<file path="src/rtl/uart_echo_link.sv">
// Sends a command byte through uart_tx, waits for the echo on uart_rx and retries on failure.
// Define UART_ECHO_STATS_EN to add saturating stat_ok/stat_fail/stat_retry counters.
module uart_echo_link #(
  parameter int unsigned TIMEOUT_CYCLES = 24000000,
  parameter int unsigned GAP_CYCLES     = 48000,
  parameter int unsigned MAX_RETRIES    = 3,
  parameter int unsigned CNT_W          = 32
) (
  input  logic        clk,
  input  logic        reset_n,
  input  logic        cmd_valid,
  input  logic [7:0]  cmd_data,
  output logic        cmd_ready,
  output logic [7:0]  data_to_tx,
  output logic        start_tx,
  input  logic        tx_busy,
  input  logic [7:0]  data_received,
  input  logic        rx_done,
  input  logic        parity_error,
  output logic        done,
  output logic        pass,
  output logic [1:0]  retries_used,
  output logic [1:0]  err_code
`ifdef UART_ECHO_STATS_EN
  ,
  output logic [15:0] stat_ok,
  output logic [15:0] stat_fail,
  output logic [15:0] stat_retry
`endif
);

  // cmd_valid/cmd_ready: a byte is taken on any clock where both are high. cmd_ready is
  // high only in IDLE; requests made while busy are dropped, never queued.

  localparam int unsigned RTY_W = (MAX_RETRIES > 0) ? $clog2(MAX_RETRIES + 1) : 1;
  localparam logic [CNT_W-1:0] TO_LAST   = CNT_W'(TIMEOUT_CYCLES - 1);
  localparam logic [CNT_W-1:0] GAP_LAST  = CNT_W'(GAP_CYCLES - 1);
  localparam logic [RTY_W-1:0] RETRY_MAX = RTY_W'(MAX_RETRIES);

  localparam logic [1:0] ERR_NONE     = 2'b00;
  localparam logic [1:0] ERR_TIMEOUT  = 2'b01;
  localparam logic [1:0] ERR_MISMATCH = 2'b10;
  localparam logic [1:0] ERR_PARITY   = 2'b11;

  typedef enum logic [2:0] {
    ST_IDLE      = 3'd0,
    ST_SEND      = 3'd1,
    ST_TX_WAIT   = 3'd2,
    ST_ECHO_WAIT = 3'd3,
    ST_GAP       = 3'd4,
    ST_FINISH    = 3'd5
  } state_e;

  state_e           state_q, state_d;
  logic [CNT_W-1:0] cnt_q, cnt_d;
  logic [7:0]       data_q, data_d;
  logic [RTY_W-1:0] retry_q, retry_d;
  logic             pass_q, pass_d;
  logic [1:0]       err_q, err_d;
  logic             fail_now;
  logic [1:0]       fail_code;

  always_comb begin
    state_d   = state_q;
    cnt_d     = cnt_q;
    data_d    = data_q;
    retry_d   = retry_q;
    pass_d    = pass_q;
    err_d     = err_q;
    fail_now  = 1'b0;
    fail_code = ERR_NONE;
    case (state_q)
      ST_IDLE: begin
        if (cmd_valid) begin
          data_d  = cmd_data;
          retry_d = '0;
          err_d   = ERR_NONE;
          pass_d  = 1'b0;
          cnt_d   = '0;
          state_d = ST_SEND;
        end
      end
      ST_SEND: begin
        if (tx_busy) begin
          cnt_d   = '0;
          state_d = ST_TX_WAIT;
        end
      end
      ST_TX_WAIT: begin
        if (!tx_busy) begin
          cnt_d   = '0;
          state_d = ST_ECHO_WAIT;
        end
      end
      ST_ECHO_WAIT: begin
        cnt_d = cnt_q + 1'b1;
        // An echo landing on the timeout clock still counts as an echo.
        if (rx_done) begin
          if (parity_error) begin
            fail_now  = 1'b1;
            fail_code = ERR_PARITY;
          end else if (data_received != data_q) begin
            fail_now  = 1'b1;
            fail_code = ERR_MISMATCH;
          end else begin
            pass_d  = 1'b1;
            cnt_d   = '0;
            state_d = ST_FINISH;
          end
        end else if (cnt_q == TO_LAST) begin
          fail_now  = 1'b1;
          fail_code = ERR_TIMEOUT;
        end
        if (fail_now) begin
          err_d = fail_code;
          cnt_d = '0;
          if (retry_q < RETRY_MAX) begin
            retry_d = retry_q + 1'b1;
            state_d = ST_GAP;
          end else begin
            pass_d  = 1'b0;
            state_d = ST_FINISH;
          end
        end
      end
      ST_GAP: begin
        // Late echoes arriving here are dropped on purpose.
        if (cnt_q == GAP_LAST) begin
          cnt_d   = '0;
          state_d = ST_SEND;
        end else begin
          cnt_d = cnt_q + 1'b1;
        end
      end
      ST_FINISH: begin
        state_d = ST_IDLE;
      end
      default: begin
        state_d = ST_IDLE;
      end
    endcase
  end

  always_ff @(posedge clk or negedge reset_n) begin
    if (!reset_n) begin
      state_q <= ST_IDLE;
      cnt_q   <= '0;
      data_q  <= 8'h00;
      retry_q <= '0;
      pass_q  <= 1'b0;
      err_q   <= ERR_NONE;
    end else begin
      state_q <= state_d;
      cnt_q   <= cnt_d;
      data_q  <= data_d;
      retry_q <= retry_d;
      pass_q  <= pass_d;
      err_q   <= err_d;
    end
  end

  assign cmd_ready  = (state_q == ST_IDLE);
  assign start_tx   = (state_q == ST_SEND);
  assign done       = (state_q == ST_FINISH);
  assign data_to_tx = data_q;
  assign pass       = pass_q;
  assign err_code   = err_q;

  always_comb begin
    retries_used = 2'd3;
    if (32'(retry_q) < 32'd3) retries_used = 2'(retry_q);
  end

`ifdef UART_ECHO_STATS_EN
  logic [15:0] ok_q, ok_d, fail_q, fail_d, rty_q, rty_d;

  always_comb begin
    ok_d   = ok_q;
    fail_d = fail_q;
    rty_d  = rty_q;
    if (state_q == ST_ECHO_WAIT && state_d == ST_FINISH) begin
      if (pass_d) begin
        if (ok_q != 16'hFFFF) ok_d = ok_q + 16'd1;
      end else begin
        if (fail_q != 16'hFFFF) fail_d = fail_q + 16'd1;
      end
    end
    if (state_q == ST_ECHO_WAIT && state_d == ST_GAP && rty_q != 16'hFFFF) begin
      rty_d = rty_q + 16'd1;
    end
  end

  always_ff @(posedge clk or negedge reset_n) begin
    if (!reset_n) begin
      ok_q   <= 16'h0000;
      fail_q <= 16'h0000;
      rty_q  <= 16'h0000;
    end else begin
      ok_q   <= ok_d;
      fail_q <= fail_d;
      rty_q  <= rty_d;
    end
  end

  assign stat_ok    = ok_q;
  assign stat_fail  = fail_q;
  assign stat_retry = rty_q;
`endif

endmodule

</file>
<file path="config.mk">
export PLATFORM = sky130hd
export DESIGN_NAME = uart_echo_link
export DESIGN_NICKNAME = d
export VERILOG_FILES = /design/src/rtl/uart_echo_link.sv
export SDC_FILE = /design/constraint.sdc
export NUM_CORES = 1
export LEC_CHECK = 0
export ABC_AREA = 1
export BUFFER_PORTS_ARGS = -buffer_cell sky130_fd_sc_hd__buf_4
export CORE_MARGIN = 3
export CORE_UTILIZATION = 55
export CTS_CLUSTER_DIAMETER = 30
export DETAILED_ROUTE_END_ITERATION = 8
export PLACE_DENSITY = 0.76
export SLEW_MARGIN = 20
export SYNTH_ARGS = -nofsm -noshare
export SYNTH_HDL_FRONTEND = slang
export SYNTH_SLANG_ARGS = --single-unit
</file>
<file path="constraint.sdc">
create_clock -name clk -period 2.3 [get_ports clk]
set_input_delay 0.69 -clock clk [delete_from_list [all_inputs] [get_ports clk]]
set_output_delay 0.69 -clock clk [all_outputs]
set_load 0.02 [all_outputs]
</file>
# --- Yosys cells after proc, flatten, opt, wreduce, memory -nomap -nowiden ---
# Index checks and enable logic that the tools add are counted.
# Widths: inputs -> output; s select.
op_classes:
  n_addsub: 2
  order_cmp: 2
  eq_ne: 17
  muxes: 42
  n_reduce_logical: 9
ops:
  columns: ["cell", "count"]
  rows:
  - ["$mux 32", 8]
  - ["$pmux 32 s5", 1]
  - ["$add 32x1->32 const B", 1]
  - ["$eq 32x16->1 const B", 1]
  - ["$eq 32x25->1 const B", 1]
  - ["$mux 3", 8]
  - ["$mux 2", 8]
  - ["$pmux 3 s5", 1]
  - ["$mux 1", 13]
  - ["$ne 2x2->1 const B", 5]
  - ["$ne 3x3->1 const B", 3]
  - ["$ne 8x8->1", 1]
  - ["$pmux 2 s2", 2]
  - ["$reduce_and 4->1", 2]
  - ["$reduce_and 7->1", 1]
  - ["$eq 3x2->1 const B", 2]
  - ["$eq 3x3->1 const B", 2]
  - ["$reduce_bool 5->1", 1]
  - ["$lt 2x2->1 const B", 2]
  - ["$reduce_and 2->1", 2]
  - ["$eq 3x1->1 const B", 1]
  - ["$logic_not 3->1", 1]
  - ["$reduce_and 3->1", 1]
  - ["$add 2x1->2 const B", 1]
  - ["3 further kinds", 3]
word_totals:
  register_bits: 48
  in_bits: 22
  out_inout_bits: 16

# --- Logic depth before layout (Yosys ltp) ---
depth:
  word_depth: 7
  mapped_depth: 12

# --- Worst setup path after synthesis ---
# OpenSTA, ideal clock, no wires.
synth_timing:
  path_type: "register to output"
  startpoint: "register state_q[2]"
  endpoint: "output port done"
  t_arrival_ns: 0.995
  slack_ns: 0.615
  stages_incl_launch_ff: 3
  cell_sequence: "dfrtp_1 -> inv_2 -> nor3_1"
synth_between:
  elab_chain_len: 1
synth_lines:
  columns: ["element", "line", "source"]
  rows:
  - ["start, declared", "54", "state_e state_q, state_d;"]
  - ["start signal, assigned", "153", "state_q <= state_d;"]
  - ["$eq 3x3->1", "164", "assign done = (state_q == ST_FINISH);"]
  - ["end, declared", "20", "output logic done,"]
# Every way passes these cells.

# --- Worst setup path after layout ---
layout_timing:
  startpoint: "register cnt_q[0]"
  endpoint: "register state_q[1]"
layout_between:
  elab_chain_len: 6
layout_lines:
  columns: ["element", "line", "source"]
  rows:
  - ["start, declared", "55", "logic [CNT_W-1:0] cnt_q, cnt_d;"]
  - ["start signal, assigned", "154", "cnt_q <= cnt_d;"]
  - ["$eq 32x25->1", "110", "end else if (cnt_q == TO_LAST) begin"]
  - ["$mux 1", "110", null]
  - ["$mux 1", "98", "if (rx_done) begin"]
  - ["$mux 1", "72", "case (state_q)"]
  - ["$ne 3x3->1 (no line) or $mux 3 (tied branches)", null, null]
  - ["$reduce_and 7->1 (no line) or $pmux 3 s5 (tied branches)", null, null]
# Parallel ways exist; a longest one is shown, timed or not. The select of a mux whose other input is x is not followed.
# A chain may end at the register's enable or synchronous reset.

==> metrics <==
Synth Area in Compound Gates 10.5%; critical path peak fanout 13; Slowest Stage Delay on Critical Path 400 ps; Die ar. 0.00692 mm2; HP Class in -> async; post-synth top area cell dfrtp_1; Post-Syn Area roughly 0.0033 mm2; ys flop type dfrtp_1; final hold vios 0; P_sw 0.327 mW; FP Rows 27; Worst VDD drop 0.251 mV; total grt overflow 0; syn_area_per_cell 7.12 um2; min cycle time layout 2100 ps; Slew Limit Headroom 58.2%; final worst setup slack 196 ps; YS warnings 0; DIE WIDTH 83.2 um; Setup Buffers After CTS 0; core region area 0.00564 mm2; Worst Hold Slack 382 ps; CP cell instances ha_1 > nand2_1 > nor2_2 > nand2_2 > nor2_1 > nand2_1 > nand3_2 > nand2_4 > inv_4 > nand2_1 > nand2_1 > nand2_1; post-synthesis simple-gate area fraction between 30% and 40%; Pins Over Slew Limit 0; most common cell in the synthesized netlist nand2_1; area grow syn2layout 13.0%; routed wire length slightly above 8000 um; layout cell share with drive strength beyond 1 18.2%; multiplexer area fraction after synthesis less than 1%; endpoints failing setup 0; vias 3128; Inserted Clock Buffers 5; post-synth top area share 36.7%; vias per cell 5.46; xor-xnor portion of the synthesized cell area 3.47%; CTS resizes 0; Pleak 1.94 nW; post-synth cell types 37; CP endpoint kind flip-flop; initial core utilization 58.1%; TritonCTS clock tree done; Async S/R FF share, synth between 90% and 100%; Setup TNS Final 0 ps; Clock Sink Count between 40 and 50; Final Skew 10.0 ps; first-pass GRT wire length 14300 um; DRC violations left 0; drt pass-1 iters 5; DPL Wire Length between 6000 and 7000 um; Tcrit/Tclk final 91.5%; clock slew at reported path FFs around 90 ps; post-synthesis sequential area ratio between 30% and 40%; die height 83.2 um; Max clock buf depth 2; Routed Antenna Nets 0; vias in the first global route 3068; crit start category flip-flop; DP Worst Slack 233 ps; power share of the sequential group 57.5%; sw frac 22.2%; # port buffers 37; ANT cells 0; top cells by area, synth dfrtp_1 37%, nand2_1 13%, inv_1 7.8%; kind of critical path reg -> reg; io pins 38; number of synthesized flops with an enable pin 0; FMAX 475 MHz; gr usage total 25.0%; 1st-iter DRT viols 256; post-DR wirelength/cell 14.4 um; Pwr per Cell Area roughly 400 mW/mm2; Total Power approximately 1.5 mW; WP data arrival 2310 ps; Least-Margin Pin Slew 627 ps; Mapped Cells 460; required time worst endpoint 2500 ps; slowest CP cell dfrtp_1; post-synthesis net count 484; combinational share of power 4.4%; hold buffers post-CTS 0; Nets 525; RSZ-0062 raised after global routing no; clock share of power 38.1%; Power Internal 1.14 mW; max-cap violations 0; H-Tree Depth 2; root buf cell clkbuf_8; largest net degree at the start of global routing between 40 and 50; status finished clean; largest family of logic cells by synthesized area simple AND/OR/NAND/NOR gates; commonest cells in the synthesized netlist 110 x nand2_1, 68 x inv_1, 58 x nor2_1; initial antenna violation count 0; Final Wtd Congestion 0.957; Synth Area in Adders 0.764%; #FFs+latches synth 48; most used cell, CP nand2_1; Clock Latency Late Sink between 300 and 400 ps
==> final cells by class <==
| class | count | area, um2 |
|---|---|---|
| Fill cell | 532 | 1940 |
| Tap cell | 72 | 90.1 |
| Timing Repair Buffer | 41 | 308 |
| Inverter | 75 | 284 |
| Multi-Input combinational cell | 330 | 1720 |
| Clock buffer | 7 | 96.3 |
| Sequential cell | 48 | 1200 |
==> layout by cell type (no fill, tap or decap), types with 3 or more instances in the layout <==
master,Yosys,final
dfrtp_1,48,48
xor2_1,12,12
nand3_2,6,6
o21ai_0,4,4
nand4_1,7,7
buf_4,1,41
inv_2,6,6
nand2_2,6,6
inv_1,68,68
nor2_4,4,4
nand3_1,36,36
nand3b_1,3,3
a21oi_1,14,14
o21ai_1,12,12
nor3_1,25,25
nor2_2,3,3
nor2_1,58,58
a31oi_1,4,4
clkbuf_8,0,7
o22ai_2,10,10
nand2_1,110,110
==> metal layers <==
metal,vias up,share of wire (%),track usage (%)
li1,1554,-,-
met1,1470,46,34.5
met2,90,47,41.0
met3,14,5.1,4.37
met4,0,1.4,5.79
met5,-,0,0
==> critical path, delay by kind of cell (launching register included) <==
family        cells  cell delay (ps)
buf+inv           1              200
simple gates     10             1180
fa+ha+maj         1              210
flops             1              400
==> sequential cells by signal, indices dropped and copies added, names as in the netlist <==
signal and flops:
cnt_q 32, data_to_tx 8, err_code 2, pass 1, retry_q 2, state_q 3
==> final timing paths <==
kind	cells past startpoint	slack, ps	from	to
min in group clk	2	510	err_code[1]	err_code[1]
min	1	380	reset_n	data_to_tx[5]
max reg2reg	12	200	cnt_q[0]	state_q[1]
min reg2reg	2	510	err_code[1]	err_code[1]
max in group asynchronous	1	1480	reset_n	cnt_q[10]
max	12	200	cnt_q[0]	state_q[1]
==> stage by stage <==
stage	cell area [um2]	instances	util, %
CTS	3700	573	65.6
detailed placement	3610	566	63.9
global placement	3610	566	63.9
global route	3700	573	65.6
finish	3700	573	65.6
floorplan	3280	460	-
==> power groups by stage <==
stage	Combinational, mW	Sequential [mW]	Clock [mW]
2_1_floorplan	0.0131	0.863	0
3_3_place_gp	0.0641	0.861	0
3_5_place_dp	0.0658	0.861	0
4_1_cts	0.0661	0.844	0.569
5_1_grt	0.0728	0.845	0.614
6_report	0.0639	0.844	0.560
==> kinds of logic after synthesis <==
group,Yosys count
simple gates,264
buf+inv,82
mux,2
compound gates,49
xor+xnor,13
fa+ha+maj,2
flops,48
(Power assumes the default switching activity.)
